File: src/rtl/pipe_cu.sv
// -----------------------------------------------------------------------------
// pipe_cu -- pipelined control unit for the 5-stage RV32I core.
//
// Decodes the instruction sitting in decode, registers its control word into
// execute (D->E register), resolves conditional branches and jumps in execute
// from the ALU flags, and carries reg_write / result_src / mem_write down a
// chain of PIPE_DEPTH registered stages (stage 0 = E, then M, W, ...).
//
// Parameters:
//   ALU_CTRL_W  width of the ALU control field (>= 4, upper bits zero)
//   PIPE_DEPTH  registered stages carrying the writeback/memory controls (1..4)
//
// Ports:
//   clk, rst_n          core clock, synchronous active-low reset
//   instr_d             decode-stage instruction
//   en_e                D->E load enable (0 = hold)
//   flush_e             load a bubble into the D->E register
//   zero_e/lt_e/ltu_e   ALU flags of the instruction in execute
//   imm_src_d           immediate format (combinational from instr_d)
//   alu_src_e           0 = rs2, 1 = immediate
//   alu_ctrl_e          ALU operation
//   pc_src_e            redirect the PC this cycle
//   pc_sel_e            0 = PC+imm target, 1 = ALU result (JALR)
//   flush_d_o           kill the F/D register (same as pc_src_e)
//   reg_write_s         reg_write per stage, bit 0 = E
//   result_src_s        result_src per stage (2 bits each): 00 ALU, 01 mem, 10 PC+4
//   mem_write_s         mem_write per stage
//
// Optional feature (macro PIPE_CU_ILLEGAL_TRAP_EN):
//   illegal_e           registered "illegal encoding in execute" flag
//   illegal_sticky      sets with illegal_e, cleared only by reset
// Without the macro these ports do not exist and illegal encodings simply
// decode to bubbles.
// -----------------------------------------------------------------------------
module pipe_cu #(
    parameter int ALU_CTRL_W = 4,
    parameter int PIPE_DEPTH = 3
) (
    input  logic                    clk,
    input  logic                    rst_n,
    input  logic [31:0]             instr_d,
    input  logic                    en_e,
    input  logic                    flush_e,
    input  logic                    zero_e,
    input  logic                    lt_e,
    input  logic                    ltu_e,
    output logic [2:0]              imm_src_d,
    output logic                    alu_src_e,
    output logic [ALU_CTRL_W-1:0]   alu_ctrl_e,
    output logic                    pc_src_e,
    output logic                    pc_sel_e,
    output logic                    flush_d_o,
    output logic [PIPE_DEPTH-1:0]   reg_write_s,
    output logic [2*PIPE_DEPTH-1:0] result_src_s,
    output logic [PIPE_DEPTH-1:0]   mem_write_s
`ifdef PIPE_CU_ILLEGAL_TRAP_EN
    ,
    output logic                    illegal_e,
    output logic                    illegal_sticky
`endif
);

    // ------------------------------------------------------------------ types
    typedef enum logic [3:0] {
        ALU_ADD   = 4'd0,
        ALU_SUB   = 4'd1,
        ALU_AND   = 4'd2,
        ALU_OR    = 4'd3,
        ALU_XOR   = 4'd4,
        ALU_SLT   = 4'd5,
        ALU_SLTU  = 4'd6,
        ALU_SLL   = 4'd7,
        ALU_SRL   = 4'd8,
        ALU_SRA   = 4'd9,
        ALU_PASSB = 4'd10
    } alu_op_e;

    typedef enum logic [2:0] {
        IMM_I = 3'b000,
        IMM_S = 3'b001,
        IMM_B = 3'b010,
        IMM_J = 3'b011,
        IMM_U = 3'b100
    } imm_src_e;

    typedef enum logic [1:0] {
        RES_ALU = 2'b00,
        RES_MEM = 2'b01,
        RES_PC4 = 2'b10
    } res_src_e;

    // Control word held in the D->E register. An all-zero word is a bubble.
    typedef struct packed {
        logic     reg_write;
        res_src_e result_src;
        logic     mem_write;
        logic     branch;
        logic     jump;
        logic     alu_src;
        alu_op_e  alu_op;
        logic     pc_sel;
        logic [2:0] funct3;
`ifdef PIPE_CU_ILLEGAL_TRAP_EN
        logic     illegal;
`endif
    } ctrl_t;

    // Per-stage controls carried past execute.
    typedef struct packed {
        logic     reg_write;
        res_src_e result_src;
        logic     mem_write;
    } stage_t;

    localparam ctrl_t CTRL_BUBBLE = '0;

    localparam logic [6:0] OP_R      = 7'b0110011;
    localparam logic [6:0] OP_I_ALU  = 7'b0010011;
    localparam logic [6:0] OP_LOAD   = 7'b0000011;
    localparam logic [6:0] OP_STORE  = 7'b0100011;
    localparam logic [6:0] OP_BRANCH = 7'b1100011;
    localparam logic [6:0] OP_JAL    = 7'b1101111;
    localparam logic [6:0] OP_JALR   = 7'b1100111;
    localparam logic [6:0] OP_LUI    = 7'b0110111;

    // Register/immediate ALU ops share one funct3 map; alt selects SUB/SRA.
    function automatic alu_op_e alu_arith(input logic [2:0] f3, input logic alt);
        case (f3)
            3'b000:  return alt ? ALU_SUB : ALU_ADD;
            3'b001:  return ALU_SLL;
            3'b010:  return ALU_SLT;
            3'b011:  return ALU_SLTU;
            3'b100:  return ALU_XOR;
            3'b101:  return alt ? ALU_SRA : ALU_SRL;
            3'b110:  return ALU_OR;
            default: return ALU_AND;
        endcase
    endfunction

    // ----------------------------------------------------------------- decode
    logic [6:0] opcode;
    logic [2:0] funct3;
    logic [6:0] funct7;
    ctrl_t      dec;

    assign opcode = instr_d[6:0];
    assign funct3 = instr_d[14:12];
    assign funct7 = instr_d[31:25];

    // Register-number fields are not control information.
    logic unused_fields;
    assign unused_fields = ^{instr_d[24:15], instr_d[11:7]};

    always_comb begin
        // NOTE: every combinational output gets a default first so no path
        // through the case leaves it unassigned (which would infer a latch).
        dec       = CTRL_BUBBLE;
        imm_src_d = IMM_I;
        case (opcode)
            OP_R: begin
                if (funct7 == 7'b0000000 || funct7 == 7'b0100000) begin
                    dec.reg_write = 1'b1;
                    dec.alu_op    = alu_arith(funct3, instr_d[30]);
                end else begin
`ifdef PIPE_CU_ILLEGAL_TRAP_EN
                    dec.illegal = 1'b1;
`endif
                end
            end
            OP_I_ALU: begin
                dec.reg_write = 1'b1;
                dec.alu_src   = 1'b1;
                // bit 30 is part of the immediate except for right shifts
                dec.alu_op    = alu_arith(funct3, (funct3 == 3'b101) & instr_d[30]);
            end
            OP_LOAD: begin
                dec.reg_write  = 1'b1;
                dec.alu_src    = 1'b1;
                dec.alu_op     = ALU_ADD;
                dec.result_src = RES_MEM;
            end
            OP_STORE: begin
                imm_src_d     = IMM_S;
                dec.alu_src   = 1'b1;
                dec.alu_op    = ALU_ADD;
                dec.mem_write = 1'b1;
            end
            OP_BRANCH: begin
                imm_src_d  = IMM_B;
                dec.alu_op = ALU_SUB;
                dec.branch = 1'b1;
                dec.funct3 = funct3;
            end
            OP_JAL: begin
                imm_src_d      = IMM_J;
                dec.reg_write  = 1'b1;
                dec.jump       = 1'b1;
                dec.result_src = RES_PC4;
            end
            OP_JALR: begin
                dec.reg_write  = 1'b1;
                dec.alu_src    = 1'b1;
                dec.alu_op     = ALU_ADD;
                dec.jump       = 1'b1;
                dec.pc_sel     = 1'b1;
                dec.result_src = RES_PC4;
            end
            OP_LUI: begin
                imm_src_d     = IMM_U;
                dec.reg_write = 1'b1;
                dec.alu_src   = 1'b1;
                dec.alu_op    = ALU_PASSB;
            end
            default: begin
`ifdef PIPE_CU_ILLEGAL_TRAP_EN
                dec.illegal = 1'b1;
`endif
            end
        endcase
    end

    // -------------------------------------------------------- D->E register
    ctrl_t ctrl_q, ctrl_d;

    // A taken branch/jump in E squashes the wrong-path instruction in decode,
    // regardless of en_e; a simultaneous flush_e collapses into the same bubble.
    always_comb begin
        ctrl_d = ctrl_q;
        if (flush_e || pc_src_e) begin
            ctrl_d = CTRL_BUBBLE;
        end else if (en_e) begin
            ctrl_d = dec;
        end
    end

    always_ff @(posedge clk) begin
        // NOTE: state is updated with non-blocking assignments so every
        // register samples the pre-edge values of the others.
        if (!rst_n) begin
            ctrl_q <= CTRL_BUBBLE;
        end else begin
            ctrl_q <= ctrl_d;
        end
    end

    // ------------------------------------------------------ branch resolve
    logic cond;

    always_comb begin
        cond = 1'b0;
        case (ctrl_q.funct3)
            3'b000:  cond = zero_e;
            3'b001:  cond = ~zero_e;
            3'b100:  cond = lt_e;
            3'b101:  cond = ~lt_e;
            3'b110:  cond = ltu_e;
            3'b111:  cond = ~ltu_e;
            default: cond = 1'b0;
        endcase
    end

    assign pc_src_e   = ctrl_q.jump | (ctrl_q.branch & cond);
    assign flush_d_o  = pc_src_e;
    assign pc_sel_e   = ctrl_q.pc_sel;
    assign alu_src_e  = ctrl_q.alu_src;
    assign alu_ctrl_e = ALU_CTRL_W'(ctrl_q.alu_op);

    // ------------------------------------------------------------ stage chain
    // stage_w[0] is the E stage itself; stages 1.. shift every cycle and are
    // deliberately not gated by en_e.
    stage_t stage_w [PIPE_DEPTH];

    assign stage_w[0] = '{reg_write:  ctrl_q.reg_write,
                          result_src: ctrl_q.result_src,
                          mem_write:  ctrl_q.mem_write};

    for (genvar k = 1; k < PIPE_DEPTH; k++) begin : g_stage
        stage_t stage_q;

        // NOTE: these are control registers, not storage arrays, so each one
        // is reset; a stale mem_write after reset would corrupt memory.
        always_ff @(posedge clk) begin
            if (!rst_n) begin
                stage_q <= '0;
            end else begin
                stage_q <= stage_w[k-1];
            end
        end

        assign stage_w[k] = stage_q;
    end

    for (genvar k = 0; k < PIPE_DEPTH; k++) begin : g_out
        assign reg_write_s[k]         = stage_w[k].reg_write;
        assign result_src_s[2*k +: 2] = stage_w[k].result_src;
        assign mem_write_s[k]         = stage_w[k].mem_write;
    end

    // ------------------------------------------------------- illegal trap
`ifdef PIPE_CU_ILLEGAL_TRAP_EN
    logic illegal_sticky_q, illegal_sticky_d;

    assign illegal_e        = ctrl_q.illegal;
    assign illegal_sticky_d = illegal_sticky_q | ctrl_q.illegal;
    assign illegal_sticky   = illegal_sticky_d;

    always_ff @(posedge clk) begin
        if (!rst_n) begin
            illegal_sticky_q <= 1'b0;
        end else begin
            illegal_sticky_q <= illegal_sticky_d;
        end
    end
`endif

endmodule

File: config.mk
export PLATFORM = sky130hd
export DESIGN_NAME = pipe_cu
export DESIGN_NICKNAME = d
export VERILOG_FILES = /design/src/rtl/pipe_cu.sv
export SDC_FILE = /design/constraint.sdc
export NUM_CORES = 1
export LEC_CHECK = 0
export ABC_CLOCK_PERIOD_IN_PS = 5000
export CAP_MARGIN = 20
export CORE_AREA = 3 3 80 52
export DETAILED_ROUTE_END_ITERATION = 10
export DIE_AREA = 0 0 83 55
export PLACE_DENSITY = 0.68
export SLEW_MARGIN = 15
export SYNTH_ARGS = -nofsm -noshare
export SYNTH_HDL_FRONTEND = slang
export SYNTH_SLANG_ARGS = --single-unit
export TNS_END_PERCENT = 20
File: constraint.sdc
create_clock -name clk -period 5 [get_ports clk]
set_clock_uncertainty 0.1 [all_clocks]
set_input_delay 1.5 -clock clk [delete_from_list [all_inputs] [get_ports clk]]
set_output_delay 1.5 -clock clk [all_outputs]
set_load 0.01 [all_outputs]
; ---- After elaboration in Yosys (flattened, before gate mapping)
; Cells that the tools add are included.
[totals]
ram_bits = 0
reg_bits = 23
latch_bits = 0
n_memories = 0
elab_cells = 70
romBits = 0
[classes]
magnitude_cmp = 0
n_reduce_logical = 9
div = 0
n_eq_ne = 20
bitwise_logic = 7
mul = 0
shift = 0
n_addsub = 0
muxes = 19
[ops]
columns = op, count
row1 = $pmux 4 s7, 2
row2 = $eq 7x6->1 const B, 4
row3 = $eq 3x3->1 const B, 7
row4 = $eq 7x7->1 const B, 3
row5 = $pmux 4 s4, 1
row6 = $pmux 3 s4, 1
row7 = $mux 1, 10
row8 = $reduce_or 5->1, 2
row9 = $eq 7x2->1 const B, 1
row10 = $eq 7x5->1 const B, 1
row11 = $logic_not 7->1, 1
row12 = $eq 3x1->1 const B, 2
row13 = $eq 3x2->1 const B, 2
row14 = $logic_not 3->1, 2
row15 = $pmux 1 s6, 1
row16 = $mux 4, 1
row17 = $not 1->1, 4
row18 = $pmux 2 s2, 1
row19 = $reduce_or 2->1, 2
row20 = $mux 3, 1
row21 = $and 1x1->1, 2
row22 = $logic_or 1x1->1, 2
row23 = $pmux 1 s2, 1
row24 = $or 1x1->1, 1

; ---- Depth between registers and ports, before layout
; Gate-level depths: netlist (run 1).
[logic_depth]
ltp_word = 6
depth_mapped = 5

; ---- Worst setup path after synthesis (run 1)
; Ideal clock, no wire load.
[synth_timing]
kind = in2out
from = in instr_d[5]
to = out imm_src_d[1]
arrival_time_ns = 2.298
t_required_ns = 3.400
path_slack_ns = 1.102
cell_stages = 5
path_cell_list = clkbuf_1 -> nand3b_1 -> nor2_1 -> nand2_1 -> o21ai_0
[synth_via]
elab_chain_len = 2
elab_cells_between_ends = 5
cone_classes = eq/ne: 4 / mux: 1
[synth_lines]
columns = item, line
row1 = start: declaration, 41  ; input logic [31:0] instr_d,
row2 = $eq 7x6->1 or $eq 7x7->1 (tied branches), 159  ; case (opcode)
row3 = $pmux 3 s4 (*), 159
row4 = end: declaration, 47  ; output logic [2:0] imm_src_d,
; Every way passes the cells marked *; elsewhere a longest branch is shown, timed or not.

; ---- Worst setup path in the final report (run 1)
[layout_timing]
from = in instr_d[2]
to = out imm_src_d[0]
; Same word-level chain as after synthesis.

==> results.json, run 1 <==
{
  "start_util": 0.317,
  "die_h_um": 55,
  "yosys.area.top_type": "dfxtp_1",
  "fin_nets": 208,
  "place.gp.congestion": 0.824,
  "ys_ff_latch": 23,
  "grt_start_max_net_pins": 16,
  "core-area_mm2": 0.00353,
  "p_int_uw": 268,
  "power_leakage_nw": 0.542,
  "final_cells": 215,
  "cts-resized-gates": 0,
  "clockBufferDepth": 2,
  "synth_area_mm2": 0.00112,
  "final-setup-viol-count": 0,
  "dp_hpwl_mm": 2.28,
  "die_x_um": 83,
  "crit_path_max_fanout": 6,
  "seq_area_frac_synth": 0.411,
  "syn_inst": 130,
  "gr-usage-all-layers": 0.120,
  "crit_path_frequent_cell": "clkdlybuf4s50_1",
  "p_clk_frac": 0.324,
  "synth_top_area_share": 0.411,
  "synth_warnings": 0,
  "rows": 17,
  "status": "completed",
  "utilization": 0.460,
  "worstSetupStartpointType": "primary input",
  "cts-buffers-inserted": 3,
  "design.die.area_mm2": 0.00457,
  "relSlewSlack": 0.559,
  "place_ws_ps": 134,
  "drtAntennaViolNets": 0,
  "drt-total-wl_mm": 2.79,
  "diodes": 0,
  "grt_pass1_vias": 946,
  "tritoncts": "done",
  "cts_hold_buf": 0,
  "cts.sinks": 23,
  "fmax_ghz": 0.205,
  "swShare": 0.231,
  "h-tree-depth": 1,
  "drc_errors": 0,
  "avgSynthCellArea_um2": 8.61,
  "p_sw_uw": 80.7,
  "path_cells": "clkdlybuf4s50_1, nand4bb_2, nor2_1, nand3b_1, nand2_1, clkdlybuf4s50_1",
  "crit_arrival_ps": 3270,
  "worstSetupEndpointType": "output port",
  "p_comb_frac": 0.145,
  "hold_class": "register to register",
  "synth.net_count": 169,
  "crit_required_ps": 3400,
  "clk-insertion-delay-late_ps": 260,
  "dp.cells": 211,
  "worstMarginPinSlew_ps": 662,
  "setup_ws_ps": 132,
  "path_class": "primary input to output port",
  "avgRoutedWirePerCell_um": 13.0,
  "maxCapViolations": 0,
  "tns_ps": 0,
  "antenna_found_initial": 0,
  "synth_area_leaders": "dfxtp_1 41%, buf_4 6.0%, and2_1 4.5%",
  "areaGrowthSynthToFinish_pct": 45.0,
  "p_seq_frac": 0.531,
  "synth_cell_types": 36,
  "period_needed_ps": 4870,
  "overflow": 0,
  "drive_above_1_share": 0.0774,
  "hold_viol_final": 0,
  "rsz0062_at_grt": "no",
  "vias": 1059,
  "peakVddDrop_v": 0.0000983,
  "vias_per_cell": 4.93,
  "firstDrtPassIters": 4,
  "cpPeakStageDelay_ps": 530,
  "critical-path-slowest-cell": "clkdlybuf4s50_1",
  "io_buffers": 46,
  "drt_iter0_markers": 76,
  "holdWs_ps": 363,
  "root_buffer": "clkbuf_8",
  "clk_pin_slew_worst_paths_ps": 80,
  "fin_crit_sh": 0.974,
  "grt_pass1_wl_mm": 4.31,
  "pin_count": 62,
  "report.final.slew_viol_count": 0,
  "pwr_density_cell_mw_per_mm2": 215,
  "post_cts_buffers": 0
}
-- routing by layer --
layer	part of all wire	track usage	routed length (µm)
met5	0	0	0
met4	0.0032	0.0245	9
met3	0.077	0.0459	215
met2	0.45	0.199	1260
met1	0.47	0.152	1300
-- sequential cells by signal, summed over array words and instances, names as in the netlist --
name          count
result_src_s      6
alu_src_e         1
reg_write_s       3
ctrl_q            5
pc_sel_e          1
mem_write_s       3
alu_ctrl_e        4
-- path summary, 6_finish.rpt --
kind                              startpoint                         end  slack, ps  cells after the start
setup / recovery                  instr_d[2]                imm_src_d[0]        130                      6
hold / removal    result_src_s[3]$_SDFF_PN0_  result_src_s[5]$_SDFF_PN0_        360                      1
setup reg to reg      ctrl_q[2]$_SDFFE_PP0P_      alu_src_e$_SDFFE_PP0P_       3270                      4
hold reg to reg   result_src_s[3]$_SDFF_PN0_  result_src_s[5]$_SDFF_PN0_        360                      1
-- layout by cell type, fill, tap and decap left out, types with 4 or more instances in the layout --
cell and instances:
a21oi_1 7, a211oi_1 4, nand2_1 10, clkdlybuf4s50_1 46, and2_1 8, nor2_1 13, nor3_1 4, nand3b_1 4
dfxtp_1 23
-- cell usage after synthesis, drive strengths merged --
library cell   n
a2111oi        1
a211oi         4
a21o           1
a21oi          7
a22oi          3
a311oi         1
a31oi          3
a41oi          1
and2           8
buf            9
clkbuf         6
dfxtp         23
inv            2
mux2           1
mux2i          1
nand2         10
nand2b         1
nand3          3
nand3b         4
nand4          1
nand4b         1
nand4bb        1
nor2          13
nor2b          3
nor3           4
nor3b          2
o2111ai        1
o211ai         1
o21ai          3
o21ba          1
or2            1
or3            1
or4            3
or4b           1
xnor2          1
xor2           3
-- metrics by stage --
step	power, mW	instance area [µm²]
global route	0.366	1620
global placement	0.238	1570
CTS	0.354	1620
finish	0.349	1620
floorplan	0.211	1120
detailed placement	0.239	1570
-- cell type report --
cell class | instances | area (µm²)
fillers | 366 | 1910
multi-input cells | 90 | 568
repair buffers | 49 | 483
flip-flops and latches | 23 | 460
well taps | 47 | 58.8
clock buffers | 3 | 41.3
inverters | 2 | 7.51
clock inverters | 1 | 5.00
-- power by group through the flow --
| stage | sequential (mW) | combinational [mW] | clock, mW |
|---|---|---|---|
| 2_1_floorplan | 0.189 | 0.0214 | 0 |
| 3_3_place_gp | 0.189 | 0.0486 | 0 |
| 3_5_place_dp | 0.190 | 0.0499 | 0 |
| 4_1_cts | 0.185 | 0.0500 | 0.119 |
| 5_1_grt | 0.185 | 0.0545 | 0.126 |
| 6_report | 0.185 | 0.0505 | 0.113 |
-- worst max-delay path, delay by kind of cell --
family | cells | cell delay, ps
simple gates | 4 | 750
buf+inv | 2 | 1030
-- cell families after synthesis --
logic type	synth area share
multiplexers	0.0190
XOR/XNOR	0.0313
buffers and inverters	0.0871
flip-flops	0.411
AND/OR/NAND/NOR	0.284
AO/OA/AOI/OAI	0.168
Note: power is estimated with default switching activity, not from simulation.
==> run 2: changes to the inputs <==
--- a/config.mk
+++ b/config.mk
@@ -10,7 +10,9 @@
 export CORE_AREA = 3 3 80 52
 export DETAILED_ROUTE_END_ITERATION = 10
 export DIE_AREA = 0 0 83 55
+export GPL_TIMING_DRIVEN = 0
 export PLACE_DENSITY = 0.68
+export RECOVER_POWER = 100
 export SLEW_MARGIN = 15
 export SYNTH_ARGS = -nofsm -noshare
 export SYNTH_HDL_FRONTEND = slang
==> run 2 against run 1 <==
Critical path depth did not move. Core utilization grew 0.89 points. Sequential share of layout area down 0.54 points. First-iteration DRC count decreased by 43%. Power fell by 1.8%. Maximum frequency is 0.12% higher. Register-to-register slack worse by 190 ps. Die area is the same. Critical path type unchanged.
==> results.json, run 2 (synthesis gave the netlist of run 1 again) <==
{
  "status": "completed",
  "overflow": 0,
  "tritoncts": "done",
  "worstSetupStartpointType": "primary input",
  "clk-insertion-delay-late_ps": 250,
  "antenna_found_initial": 0,
  "tns_ps": 0,
  "die_x_um": 83,
  "core-area_mm2": 0.00353,
  "vias": 1111,
  "final-setup-viol-count": 0,
  "report.final.slew_viol_count": 0,
  "rows": 17,
  "avgRoutedWirePerCell_um": 12.2,
  "power_leakage_nw": 0.641,
  "post_cts_buffers": 0,
  "grt_pass1_vias": 986,
  "drt_iter0_markers": 43,
  "grt_start_max_net_pins": 14,
  "fin_nets": 217,
  "clk_pin_slew_worst_paths_ps": 80,
  "vias_per_cell": 4.96,
  "place.gp.congestion": 0.821,
  "grt_pass1_wl_mm": 4.49,
  "die_h_um": 55,
  "fmax_ghz": 0.206,
  "rr_startpoint": "ctrl_q[2]$_SDFFE_PP0P_",
  "cts.sinks": 23,
  "design.die.area_mm2": 0.00457,
  "period_needed_ps": 4860,
  "worstSetupEndpointType": "output port",
  "maxCapViolations": 0,
  "critical-path-slowest-cell": "clkdlybuf4s50_1",
  "drc_errors": 0,
  "regArea_um2": 460,
  "h-tree-depth": 1,
  "multiInputGateArea_um2": 562,
  "firstDrtPassIters": 4,
  "cpPeakStageDelay_ps": 530,
  "crit_arrival_ps": 3260,
  "holdWs_ps": 358,
  "path_cells": "clkdlybuf4s50_1, nand4bb_2, nor2_1, nand3b_1, nand2_1, clkdlybuf4s50_1",
  "peakVddDrop_v": 0.0000923,
  "path_class": "primary input to output port",
  "drive_above_1_share": 0.102,
  "hold_class": "register to register",
  "dp_hpwl_mm": 2.27,
  "cts_hold_buf": 0,
  "mostFrequentLayoutCell": "dlygate4sd3_1",
  "utilization": 0.469,
  "crit_required_ps": 3400,
  "crit_path_max_fanout": 6,
  "areaGrowthSynthToFinish_pct": 47.8,
  "drt-total-wl_mm": 2.74,
  "gr-usage-all-layers": 0.122,
  "pin_count": 62,
  "fin_crit_sh": 0.972,
  "drtAntennaViolNets": 0,
  "clockBufferDepth": 2,
  "worstMarginPinSlew_ps": 578,
  "root_buffer": "clkbuf_8",
  "diodes": 0,
  "cts-buffers-inserted": 3,
  "startpoint": "instr_d[2]",
  "n_fill_cell": 363,
  "worstHoldStart": "result_src_s[3]$_SDFF_PN0_",
  "pwr_density_cell_mw_per_mm2": 207,
  "mostFrequentLayoutCells": "24 x dlygate4sd3_1, 23 x dfxtp_1, 19 x clkdlybuf4s50_1",
  "start_util": 0.317,
  "io_buffers": 43,
  "rsz0062_at_grt": "no",
  "relSlewSlack": 0.614,
  "cts-resized-gates": 0,
  "hold_viol_final": 0,
  "crit_path_frequent_cell": "clkdlybuf4s50_1",
  "largest_register_ffs": 6
}
[run 2: cell types whose count changed in the layout (fill, tap and decap cells not counted)]
cell | previous run | this run
clkdlybuf4s50_1 | 46 | 19
dlygate4sd3_1 | 0 | 24
o2111ai_2 | 1 | 0
clkbuf_1 | 0 | 6
and2_0 | 0 | 3
buf_4 | 3 | 9
o2111ai_1 | 0 | 1
and2_1 | 8 | 5
[run 2: path summary, 6_finish.rpt]
| kind | end | slack [ps] | cells after the start |
|---|---|---|---|
| worst max-delay path | imm_src_d[0] | 140 | 6 |
| worst min-delay path | result_src_s[5]$_SDFF_PN0_ | 360 | 1 |
| worst max register to register | ctrl_q[2]$_SDFFE_PP0P_ | 3080 | 5 |
| worst min register to register | result_src_s[5]$_SDFF_PN0_ | 360 | 1 |
[run 2: per-layer routing]
layer	routed length [µm]	GRT usage
met5	0	0
met4	27	0.0245
met3	251	0.0488
met2	1200	0.201
met1	1260	0.155
[run 2: through the flow]
stage / setup slack (ps) / instances / area [µm²] / power [mW]
after floorplan: 1100 / 130 / 1120 / 0.211
after global placement: 216 / 220 / 1610 / 0.237
after detailed placement: 175 / 220 / 1610 / 0.238
after CTS: 173 / 224 / 1660 / 0.349
after global routing: 57.7 / 224 / 1660 / 0.359
final: 138 / 224 / 1660 / 0.342
[run 2: worst max-delay path, delay by kind of cell]
| family | cells | cell delay (ps) |
|---|---|---|
| buffers and inverters | 2 | 1030 |
| and+or+nand+nor | 4 | 730 |
[run 2: report_power, final]
part	switching, mW	internal (mW)
logic	0.0221	0.0254
clock network	0.0543	0.0554
registers	0.000734	0.184
[run 2: area by class of cell]
cell class	count	share of cell area
clock buffer	3	0.0249
tap	47	0.0355
clock inverter	1	0.00302
inverter	2	0.00454
sequential	23	0.278
timing repair buffer	43	0.260
multi-input combinational	90	0.339
buffer	15	0.0544
==> run 3: changes to the inputs <==
--- a/config.mk
+++ b/config.mk
@@ -5,7 +5,7 @@
 export SDC_FILE = /design/constraint.sdc
 export NUM_CORES = 1
 export LEC_CHECK = 0
-export ABC_CLOCK_PERIOD_IN_PS = 5000
+export ABC_CLOCK_PERIOD_IN_PS = 5700
 export CAP_MARGIN = 20
 export CORE_AREA = 3 3 80 52
 export DETAILED_ROUTE_END_ITERATION = 10
@@ -13,7 +13,7 @@
 export GPL_TIMING_DRIVEN = 0
 export PLACE_DENSITY = 0.68
 export RECOVER_POWER = 100
-export SLEW_MARGIN = 15
+export SLEW_MARGIN = 20
 export SYNTH_ARGS = -nofsm -noshare
 export SYNTH_HDL_FRONTEND = slang
 export SYNTH_SLANG_ARGS = --single-unit
==> constraint.sdc (replaced) <==
create_clock -name clk -period 5.7 [get_ports clk]
set_clock_uncertainty 0.1 [all_clocks]
set_input_delay 1.71 -clock clk [delete_from_list [all_inputs] [get_ports clk]]
set_output_delay 1.71 -clock clk [all_outputs]
set_load 0.01 [all_outputs]
==> run 3 against run 2 <==
Count of clock-buffer cells in the layout stayed put. Sequential power is 12% lower. Core utilization is 0.14 points lower. Setup slack better by 160 ps. Non-clock buffer count stayed put. Via count is 0.27% lower. Global-route usage stayed put. Hold slack hardly changed. Cell count stayed put. Cell area is 0.30% lower. Critical path depth stayed put.
==> results.json, run 3 (synthesis gave the netlist of run 1 again) <==
{
  "status": "completed",
  "critPathTopFamily": "buffers and inverters",
  "hold_viol_final": 0,
  "rows": 17,
  "tritoncts": "done",
  "overflow": 0,
  "grt_pass1_vias": 986,
  "worstMarginPinSlew_ps": 578,
  "drc_errors": 0,
  "whs_endpoint": "result_src_s[5]$_SDFF_PN0_",
  "fin_crit_sh": 0.948,
  "cts_hold_buf": 0,
  "grt_start_max_net_pins": 14,
  "dp_hpwl_mm": 2.27,
  "vias": 1108,
  "power_leakage_nw": 0.644,
  "h-tree-depth": 1,
  "pwr_density_cell_mw_per_mm2": 182,
  "critical-path-slowest-cell": "dlygate4sd3_1",
  "drtAntennaViolNets": 0,
  "worstSetupEndpointType": "output port",
  "clk_pin_slew_worst_paths_ps": 80,
  "place.gp.congestion": 0.821,
  "placed_area_mm2": 0.00161,
  "post_cts_buffers": 0,
  "io_buffers": 43,
  "period_needed_ps": 5410,
  "rsz0062_at_grt": "no",
  "report.final.slew_viol_count": 0,
  "diodes": 0,
  "path_class": "primary input to output port",
  "largest_register_ffs": 6,
  "cts-buffers-inserted": 3,
  "pin_count": 62,
  "die_h_um": 55,
  "fmax_ghz": 0.185,
  "peakVddDrop_v": 0.0000813,
  "clockBufferDepth": 2,
  "mostFrequentLayoutCell": "dlygate4sd3_1",
  "cpPeakStageDelay_ps": 620,
  "firstDrtPassIters": 4,
  "vias_per_cell": 4.95,
  "die_x_um": 83,
  "cts-resized-gates": 0,
  "rr_startpoint": "ctrl_q[2]$_SDFFE_PP0P_",
  "gr-usage-all-layers": 0.122,
  "tns_ps": 0,
  "crit_required_ps": 3890,
  "areaGrowthSynthToFinish_pct": 47.4,
  "drive_above_1_share": 0.0960,
  "antenna_found_initial": 0,
  "utilization": 0.467,
  "core-area_mm2": 0.00353,
  "worstHoldStart": "result_src_s[3]$_SDFF_PN0_",
  "final-setup-viol-count": 0,
  "avgRoutedWirePerCell_um": 12.3,
  "worst-r2r-cell-count": 5,
  "hold_class": "register to register",
  "rr_endpoint": "ctrl_q[2]$_SDFFE_PP0P_",
  "maxCapViolations": 0,
  "start_util": 0.317,
  "relSlewSlack": 0.614,
  "mostFrequentLayoutCells": "26 x dlygate4sd3_1, 23 x dfxtp_1, 17 x clkdlybuf4s50_1",
  "fin_nets": 217,
  "final_area_mm2": 0.00165,
  "crit_path_max_fanout": 6,
  "drt_iter0_markers": 52,
  "rrSetupSlack_ps": 3780,
  "crit_buf_inv": 2,
  "drt-total-wl_mm": 2.75,
  "cts.sinks": 23,
  "design.die.area_mm2": 0.00457,
  "worstHoldPathCells": 1,
  "grt_pass1_wl_mm": 4.49,
  "clk-insertion-delay-late_ps": 250,
  "path_cells": "dlygate4sd3_1, nand4bb_1, nor2_1, nand3b_1, nand2_1, clkdlybuf4s50_1",
  "crit_arrival_ps": 3600,
  "worstSetupStartpointType": "primary input",
  "root_buffer": "clkbuf_8"
}
==> run 3: changes by cell type in the layout (fill, tap and decap cells not counted) <==
cell,change
clkdlybuf4s50_1,-2
dlygate4sd3_1,+2
nand4bb_1,+1
nand4bb_2,-1
==> run 3: worst max path at each step <==
stage | endpoint | from | depth (start not counted)
2_1_floorplan | imm_src_d[1] | instr_d[5] | 5
3_3_place_gp | imm_src_d[0] | instr_d[2] | 6
3_5_place_dp | imm_src_d[0] | instr_d[2] | 6
4_1_cts | imm_src_d[0] | instr_d[2] | 6
5_1_grt | imm_src_d[0] | instr_d[2] | 6
6_report | imm_src_d[0] | instr_d[2] | 6
==> run 3: cell type report <==
class / instances / area (µm²)
multi-input combinational: 90 / 557
clock buffer: 3 / 41.3
sequential: 23 / 460
fill: 364 / 1880
clock inverter: 1 / 5.00
timing repair buffer: 43 / 430
inverter: 2 / 7.51
tap: 47 / 58.8
buffer: 15 / 90.1
==> run 3: stage by stage <==
stage	power (mW)	setup WS, ps	hold WS [ps]	instances
after global routing	0.315	197	383	224
after CTS	0.306	453	370	224
after floorplan	0.185	1380	345	130
after global placement	0.208	496	344	220
after detailed placement	0.209	455	351	220
final	0.300	295	358	224
==> run 3: power breakdown <==
part           internal, mW  switching [mW]
sequential            0.162        0.000645
combinational        0.0220          0.0193
clock                0.0486          0.0479
total                 0.232          0.0679
==> run 3: routing by layer <==
layer / track usage / vias up / part of all wire
met5: 0 / - / 0
met4: 0.0245 / 0 / 0.015
met3: 0.0488 / 6 / 0.087
met2: 0.201 / 52 / 0.43
met1: 0.155 / 502 / 0.46
li1: - / 548 / -
